$ cat src/rtl/iqueue_if.sv
// Fetch-to-decode bundle for the instruction queue: the fetch word coming in,
// the realigned instruction going out, and the pcGen back-pressure.
interface iqueue_if #(
  parameter int DW = 64
);
  logic [63:0]   fetch_pc;
  logic [DW-1:0] fetch_instr;
  logic          fetch_valid;
  logic          flush;
  logic          iq_stall;
  logic          iq_overflow;
  logic [31:0]   iq_instr;
  logic [63:0]   iq_pc;
  logic          iq_isRVC;
  logic          iq_valid;
  logic          iq_ready;

  // Environment side: drives fetch words, flush and decode readiness.
  modport master (
    output fetch_pc, fetch_instr, fetch_valid, flush, iq_ready,
    input  iq_stall, iq_overflow, iq_instr, iq_pc, iq_isRVC, iq_valid
  );

  // Queue side.
  modport slave (
    input  fetch_pc, fetch_instr, fetch_valid, flush, iq_ready,
    output iq_stall, iq_overflow, iq_instr, iq_pc, iq_isRVC, iq_valid
  );
endinterface

$ cat src/rtl/iqueue.sv
// Instruction queue: stores fetch words as 16-bit parcels in a circular
// buffer and hands one RVC or RV instruction per cycle to decode.
module iqueue #(
  parameter int DW    = 64,
  parameter int DEPTH = 16
) (
  input  logic  CLK,
  input  logic  RSTn,
  iqueue_if.slave io
);
  localparam int PW  = $clog2(DEPTH);
  localparam int CW  = PW + 1;
  localparam int NHW = DW / 16;
  localparam logic [CW-1:0] DEPTH_C  = CW'(DEPTH);
  localparam logic [CW-1:0] STALL_C  = CW'(DEPTH - 8);
  localparam logic [63:0]   RESET_PC = 64'h8000_0000;

  logic [15:0]   mem_q [DEPTH];
  logic [15:0]   mem_d [DEPTH];
  logic [PW-1:0] rd_ptr_q, rd_ptr_d;
  logic [PW-1:0] wr_ptr_q, wr_ptr_d;
  logic [CW-1:0] count_q, count_d;
  logic [63:0]   head_pc_q, head_pc_d;
  logic          overflow_q, overflow_d;

  logic [15:0]   h0, h1;
  logic [15:0]   fetch_hw [NHW];
  logic          is_rvc, valid, pop, push_req, push_ok;
  logic [1:0]    off, src;
  logic [CW-1:0] pop_n, push_n, post_pop;

  // Decode the head of the queue; outputs depend only on state and flush.
  always_comb begin
    h0             = mem_q[rd_ptr_q];
    h1             = mem_q[rd_ptr_q + PW'(1)];
    is_rvc         = (h0[1:0] != 2'b11);
    valid          = ~io.flush & (count_q != '0) & (is_rvc | (count_q >= CW'(2)));
    io.iq_valid    = valid;
    // An empty queue reports no instruction type, keeping isRVC low from reset.
    io.iq_isRVC    = is_rvc & (count_q != '0);
    io.iq_instr    = is_rvc ? {16'h0000, h0} : {h1, h0};
    io.iq_pc       = head_pc_q;
    io.iq_stall    = (count_q > STALL_C);
    io.iq_overflow = overflow_q;
  end

  // Next-state: push realigned parcels, pop the decoded instruction, flush.
  always_comb begin
    // NOTE: every variable gets a default here so no path infers a latch.
    mem_d      = mem_q;
    rd_ptr_d   = rd_ptr_q;
    wr_ptr_d   = wr_ptr_q;
    count_d    = count_q;
    head_pc_d  = head_pc_q;
    overflow_d = overflow_q;
    src        = '0;

    for (int k = 0; k < NHW; k++) fetch_hw[k] = io.fetch_instr[16*k +: 16];

    off      = io.fetch_pc[2:1];
    push_n   = CW'(3'd4 - {1'b0, off});
    pop      = valid & io.iq_ready;
    pop_n    = pop ? (is_rvc ? CW'(1) : CW'(2)) : '0;
    push_req = io.fetch_valid & ~io.flush;
    // Space is judged against the pre-pop count.
    push_ok  = push_req & ((DEPTH_C - count_q) >= push_n);
    post_pop = count_q - pop_n;

    if (io.flush) begin
      rd_ptr_d   = '0;
      wr_ptr_d   = '0;
      count_d    = '0;
      overflow_d = 1'b0;
    end else begin
      if (push_req && !push_ok) overflow_d = 1'b1;
      if (push_ok) begin
        for (int i = 0; i < NHW; i++) begin
          if (CW'(i) < push_n) begin
            src = off + 2'(i);
            mem_d[wr_ptr_q + PW'(i)] = fetch_hw[src];
          end
        end
        wr_ptr_d = wr_ptr_q + PW'(push_n);
      end
      rd_ptr_d = rd_ptr_q + PW'(pop_n);
      count_d  = post_pop + (push_ok ? push_n : '0);
      // A push into a queue that drains empty this cycle restarts the PC.
      if (push_ok && post_pop == '0) head_pc_d = io.fetch_pc & ~64'd1;
      else if (pop)                  head_pc_d = head_pc_q + (is_rvc ? 64'd2 : 64'd4);
    end
  end

  // State registers with asynchronous reset.
  always_ff @(posedge CLK or negedge RSTn) begin
    if (!RSTn) begin
      // NOTE: the parcel buffer is reset too, so iq_instr reads 0 out of reset.
      for (int i = 0; i < DEPTH; i++) mem_q[i] <= '0;
      rd_ptr_q   <= '0;
      wr_ptr_q   <= '0;
      count_q    <= '0;
      head_pc_q  <= RESET_PC;
      overflow_q <= 1'b0;
    end else begin
      // NOTE: non-blocking assignments so all flops update from pre-edge values.
      mem_q      <= mem_d;
      rd_ptr_q   <= rd_ptr_d;
      wr_ptr_q   <= wr_ptr_d;
      count_q    <= count_d;
      head_pc_q  <= head_pc_d;
      overflow_q <= overflow_d;
    end
  end
endmodule

$ cat src/flat_wrapper.sv
// flat-port wrapper written by rule: the top's interface ports become plain ports
module iqueue_flat 
#(
  parameter int DW    = 64,
  parameter int DEPTH = 16
)
  (CLK, RSTn, io_fetch_pc, io_fetch_instr, io_fetch_valid, io_flush, io_iq_ready, io_iq_stall, io_iq_overflow, io_iq_instr, io_iq_pc, io_iq_isRVC, io_iq_valid);
  iqueue_if #(.DW(DW)) io_i ();
  input  logic CLK;
  input  logic RSTn;
  input wire logic [$bits(io_i.fetch_pc)-1:0] io_fetch_pc;
  input wire logic [$bits(io_i.fetch_instr)-1:0] io_fetch_instr;
  input wire logic [$bits(io_i.fetch_valid)-1:0] io_fetch_valid;
  input wire logic [$bits(io_i.flush)-1:0] io_flush;
  input wire logic [$bits(io_i.iq_ready)-1:0] io_iq_ready;
  output wire logic [$bits(io_i.iq_stall)-1:0] io_iq_stall;
  output wire logic [$bits(io_i.iq_overflow)-1:0] io_iq_overflow;
  output wire logic [$bits(io_i.iq_instr)-1:0] io_iq_instr;
  output wire logic [$bits(io_i.iq_pc)-1:0] io_iq_pc;
  output wire logic [$bits(io_i.iq_isRVC)-1:0] io_iq_isRVC;
  output wire logic [$bits(io_i.iq_valid)-1:0] io_iq_valid;
  assign io_i.fetch_pc = io_fetch_pc;
  assign io_i.fetch_instr = io_fetch_instr;
  assign io_i.fetch_valid = io_fetch_valid;
  assign io_i.flush = io_flush;
  assign io_i.iq_ready = io_iq_ready;
  assign io_iq_stall = io_i.iq_stall;
  assign io_iq_overflow = io_i.iq_overflow;
  assign io_iq_instr = io_i.iq_instr;
  assign io_iq_pc = io_i.iq_pc;
  assign io_iq_isRVC = io_i.iq_isRVC;
  assign io_iq_valid = io_i.iq_valid;
  iqueue #(.DW(DW), .DEPTH(DEPTH)) u_core (.CLK(CLK), .RSTn(RSTn), .io(io_i));
endmodule
$ cat config.mk
export PLATFORM = sky130hd
export DESIGN_NAME = iqueue_flat
export DESIGN_NICKNAME = d
export VERILOG_FILES = /design/src/rtl/iqueue_if.sv /design/src/rtl/iqueue.sv /design/src/flat_wrapper.sv
export SDC_FILE = /design/constraint.sdc
export NUM_CORES = 2
export LEC_CHECK = 0
export ABC_AREA = 1
export CELL_PAD_IN_SITES_DETAIL_PLACEMENT = 0
export CELL_PAD_IN_SITES_GLOBAL_PLACEMENT = 1
export CORE_MARGIN = 1.5
export CORE_UTILIZATION = 42
export DETAILED_ROUTE_END_ITERATION = 8
export PLACE_DENSITY_LB_ADDON = 0.15
export SKIP_CTS_REPAIR_TIMING = 1
export SYNTH_ARGS = -nofsm -noshare
export SYNTH_HDL_FRONTEND = slang
export SYNTH_SLANG_ARGS = --single-unit
$ cat constraint.sdc
create_clock -name CLK -period 4.6 [get_ports CLK]
set_clock_uncertainty 0.15 [all_clocks]
set_input_delay 0.92 -clock CLK [delete_from_list [all_inputs] [get_ports CLK]]
set_output_delay 0.92 -clock CLK [all_outputs]
set_load 0.01 [all_outputs]
# Word level (Yosys, flattened, before mapping)
# Index checks and enable logic that the tools add are counted.
# word_totals
out_inout_bits	100
inputBits	133
elab_cells	142
reg_bits	334
# op_classes
n_eq_ne	1
n_mux	53
add_sub_neg	14
order_cmp	21
bitwise_logic	18
n_reduce_logical	14
# ops
operator	count
$mux 256	10
$bwmux 256	4
$demux 16 s4	4
$mux 16	16
$bmux 16 s2	4
$bmux 16 s4	2
$mux 64	2
$add 64x64->64	1
$mux 32	1
$ge 5x5->1 const B	6
$not 4->5	6
$lt 5x1->1 const B	4
$mux 5	3
$ge 3x3->1 const B	4
$mux 4	3
$not 2->3	4
$lt 1x5->1 const A	2
$lt 2x5->1 const A	2
$add 4x1->4 const B	2
$add 4x2->4 const B	2
$add 4x4->4	2
$and 1x1->1	6
$logic_and 1x1->1	6
$reduce_bool 2->1	3
19 further kinds	22

# Longest topological paths before layout
# logic_depth
depth_word	19
depth_mapped	25
depth_no_buf	23

# Least setup slack after synthesis
# OpenSTA, ideal clock, no wires.
# synth_path
path_type	in2reg
start	input port io_fetch_pc[2]
end	register u_core.count_q[4]
setup_ns	0.123
required_time_ns	4.327
arrival_ns	4.739
n_path_buf	6
path_stages	25
path_slack_ns	-0.413
path_cell_list	buf_2 inv_1 buf_4 buf_4 ha_1 buf_2 clkinv_1 clkbuf_1 ha_1 o21ai_0 nand2_1 nand2_1 nand4_1 nand2_1 nor2_4 inv_2 clkbuf_1 nor2_1 ha_1 fa_1 nand2_1 inv_1 o21ai_0 xor2_1 nor2_1
# synth_via
elab_chain_len	6
# synth_rtl
item	line	text
start: declaration	flat_wrapper.sv:11	input wire logic [$bits(io_i.fetch_pc)-1:0] io_fetch_pc;
$sub 3x2->4 (*)	iqueue.sv:61	push_n = CW'(3'd4 - {1'b0, off});
$ge 5x5->1	iqueue.sv:66	push_ok = push_req & ((DEPTH_C - count_q) >= push_n);
$and 1x1->1	iqueue.sv:66	
$mux 5 (*)	iqueue.sv:86	count_d = post_pop + (push_ok ? push_n : '0);
$add 5x5->5 (*)	iqueue.sv:86	
$mux 5 (*)	iqueue.sv:69	if (io.flush) begin
net u_core.count_d[4]	iqueue.sv:22	logic [CW-1:0] count_q, count_d;
end signal: assignment	iqueue.sv:108	count_q <= count_d;
end: declaration	iqueue.sv:22	
# The timed path passes the listed nets; every way through them passes the cells marked *.
# A chain may end at the register's enable or synchronous reset.

# Worst setup path after layout
# layout_path
start	register u_core.rd_ptr_q[1]
end	output port io_iq_instr[11]
# layout_via
elab_chain_len	5
# layout_rtl
item	line	text
start: declaration	iqueue.sv:20	logic [PW-1:0] rd_ptr_q, rd_ptr_d;
start signal: assignment	iqueue.sv:106	rd_ptr_q <= rd_ptr_d;
$not 4->5 (not written as such)	iqueue.sv:34	h0 = mem_q[rd_ptr_q];
$bmux 16 s4	iqueue.sv:34	
$mux 16 (not written as such) (2 in a row)	iqueue.sv:34	
$mux 32	iqueue.sv:41	io.iq_instr = is_rvc ? {16'h0000, h0} : {h1, h0};
end: declaration	flat_wrapper.sv:18	output wire logic [$bits(io_i.iq_instr)-1:0] io_iq_instr;
# Every way passes these cells. The select of a mux whose other input is x is not followed.

==> results.json <==
{
  "crit_type": "reg2out",
  "final_common_cell": "nand2_1",
  "critPathMaxFanout": 52,
  "slew_headroom_pct": 7.42,
  "critPathBufInv": 3,
  "drtPass1Iterations": 8,
  "violations": "setup timing",
  "utilization_pct": 48.9,
  "ys_async_sr_fraction_pct": 100,
  "wl_per_cell_um": 23.4,
  "cpLargestDelayFamily": "buffers and inverters",
  "max_freq_ghz": 0.214,
  "grt_use_total_pct": 38.6,
  "use_met3_pct": 9.70,
  "fillers": 8394,
  "hp-class": "in2async",
  "drtIter0Drc": 5125,
  "crit_chain": "buf_4 -> buf_8 -> o21ai_0 -> o21ai_0 -> o22ai_1 -> o21ai_0 -> clkdlybuf4s50_1",
  "final_net_count": 6087,
  "antenna_found_initial": 3,
  "post_synth.cell_area_avg_sq_um": 5.70,
  "fin_crit_ns": 4.67,
  "synth_edf_count": 0,
  "core_region_area_sq_um": 79300,
  "endpoint_kind": "output pin",
  "row_count": 103,
  "outcome": "finished with violations",
  "crit_path_max_incr_delay_ns": 0.65,
  "htree_levels": 2,
  "place_congestion": 1.00,
  "clock-sinks": 333,
  "dieArea_sq_um": 81900,
  "ys_seq_area_share_pct": 24.7,
  "fp.dieW_um": 286,
  "grtUsageMet1_pct": 54.7,
  "syn_inst": 5916,
  "worstMarginPinSlew_ns": 1.39,
  "cp.arrival_ns": 3.60,
  "die_h_um": 286,
  "hold_slack_ns": 0.224,
  "ys_warn_count": 0,
  "clkLatencyLatePin_ns": 0.62,
  "clk_transition_reported_paths_ns": 0.06,
  "powerDensity_nw_per_um2": 595,
  "synth_seq_cells": 333,
  "synthesis.nets": 6077,
  "grt_max_degree": 151,
  "rsz0062_at_grt": "true",
  "dp_hpwl_um": 111000,
  "synth_flop_cell": "dfrtp_1",
  "place.port_buffers": 230,
  "root_buffer": "clkbuf_16",
  "final_max_slew_viol_count": 0,
  "period_share_pct": 101,
  "initial_utilization_pct": 42.5,
  "setup_slack_ns": -0.0651,
  "cts_buffer_depth": 3,
  "worst_ir_drop_vdd_v": 0.000428,
  "via_per_inst": 5.85,
  "ios": 233,
  "route.detailed.drc": 0,
  "crit_required_ns": 3.53,
  "cts-buffers-inserted": 48,
  "placed_cells": 6920,
  "crit_slowest_cell": "clkdlybuf4s50_1",
  "overflow": 0,
  "synth_cell_types": 45,
  "power.leakage_nw": 18.4,
  "routed_wl_um": 164000,
  "via_count": 41022,
  "setup_viol_count_final": 2,
  "critPathLaunchType": "flop",
  "crit_path_frequent_cell": "o21ai_0",
  "grt_use_met2_pct": 56.6,
  "synth_area_sq_um": 33700,
  "multiInputGateArea_sq_um": 21500,
  "grt.busiest_layer": "met2",
  "area_growth_pct": 14.9,
  "drive_gt1_share_pct": 6.09,
  "instances_no_fill": 7016,
  "maxCapViolations": 0,
  "timing.final.hold_violations": 0,
  "grt_pass1_wl_um": 240000,
  "grt_pass1_vias": 35908,
  "final_cell_mix": "nand2_1 (2,294), nand3_1 (673), o21ai_0 (615)",
  "cts_tree": "done",
  "ant_nets": 0,
  "register_area_sq_um": 8340
}
==> synth_stat cells (2+ instances only) <==
cell	instances	area share, %
xor2_2	2	0.097
buf_4	37	0.82
nor2_1	258	2.9
buf_2	180	2.7
clkbuf_1	212	2.4
clkbuf_2	2	0.030
fa_1	5	0.30
a221oi_1	14	0.36
inv_1	478	5.3
nand4_1	24	0.45
o22ai_1	8	0.15
or2_0	13	0.24
o21ai_1	43	0.64
o32ai_1	2	0.052
o21ai_2	24	0.62
o221ai_1	21	0.55
xor2_1	35	0.91
nand2_4	2	0.067
and2_1	2	0.037
nor2_4	4	0.13
dfrtp_1	332	25
ha_1	23	0.85
o21ai_0	618	9.2
nand3b_1	2	0.045
buf_6	4	0.13
o211ai_1	234	5.2
nand2_1	2296	26
nor2_2	7	0.13
xnor2_1	19	0.49
a21oi_1	256	3.8
or2_2	2	0.037
nand2_2	6	0.11
buf_1	26	0.29
nand3_1	673	10
nor3_1	25	0.37
inv_2	18	0.20
==> logic make-up (layout without fill, tap and decap cells) <==
logic type	after synthesis	in the layout	synth area share [%]
DFF	333	333	24.7
adders and majority gates	28	28	1.15
buffers and inverters	958	1002	11.8
other	1	7	0.0111
and+or+nand+nor	3317	3317	40.1
AOI/OAI and AO/OA	1223	1223	20.6
xor gates and xnor gates	56	56	1.50
==> final timing paths <==
kind	slack [ns]	end	depth (start not counted)	startpoint
worst max register to register	0.29	u_core.io.iq_pc[43]$_DFFE_PN0P_	21	u_core.rd_ptr_q[0]$_DFF_PN0_
min in group CLK	0.36	u_core.mem_q[165]$_DFFE_PN0P_	2	u_core.mem_q[165]$_DFFE_PN0P_
worst min register to register	0.36	u_core.mem_q[165]$_DFFE_PN0P_	2	u_core.mem_q[165]$_DFFE_PN0P_
worst min-delay path	0.22	u_core.mem_q[22]$_DFFE_PN0P_	1	RSTn
worst max-delay path	-0.07	io_iq_instr[11]	7	u_core.rd_ptr_q[1]$_DFF_PN0_
max in group asynchronous	3.09	u_core.rd_ptr_q[0]$_DFF_PN0_	2	RSTn
==> registers in the layout (all words and copies together), names as in the netlist <==
register               count
u_core.mem_q             256
u_core.io.iq_overflow      1
u_core.wr_ptr_q            4
u_core.rd_ptr_q            4
u_core.io.iq_pc           63
u_core.count_q             5
==> routing by layer <==
metal / part of all wire [%] / vias up
li1: - / 19283
met1: 42 / 19032
met2: 42 / 2369
met3: 12 / 338
met4: 3.8 / 0
met5: 0 / -
==> final cells by class <==
type	instances	area share (%)
Antenna cell	6	0.0388
Clock buffer	79	3.72
Clock inverter	5	0.165
Inverter	497	4.88
Multi-Input combinational cell	4625	55.6
Sequential cell	333	21.5
Tap cell	1050	3.39
Timing Repair Buffer	421	10.6
==> per-stage QoR <==
stage	worst slack, ns	setup TNS [ns]	instance area, sq um	power [mW]
after floorplan	0.0165	0	33700	14.0
after global placement	0.227	0	36900	18.4
after detailed placement	0.195	0	36900	18.5
after CTS	-0.293	-2.67	38400	22.3
after global routing	-0.0926	-0.197	38700	24.7
final	-0.0651	-0.101	38700	23.0
==> where the power goes <==
part	internal, mW	switching [mW]	total (mW)
combinational	4.83	8.95	13.8
clock	2.17	1.60	3.78
sequential	4.05	1.42	5.47
Note: power is estimated with default switching activity, not from simulation.
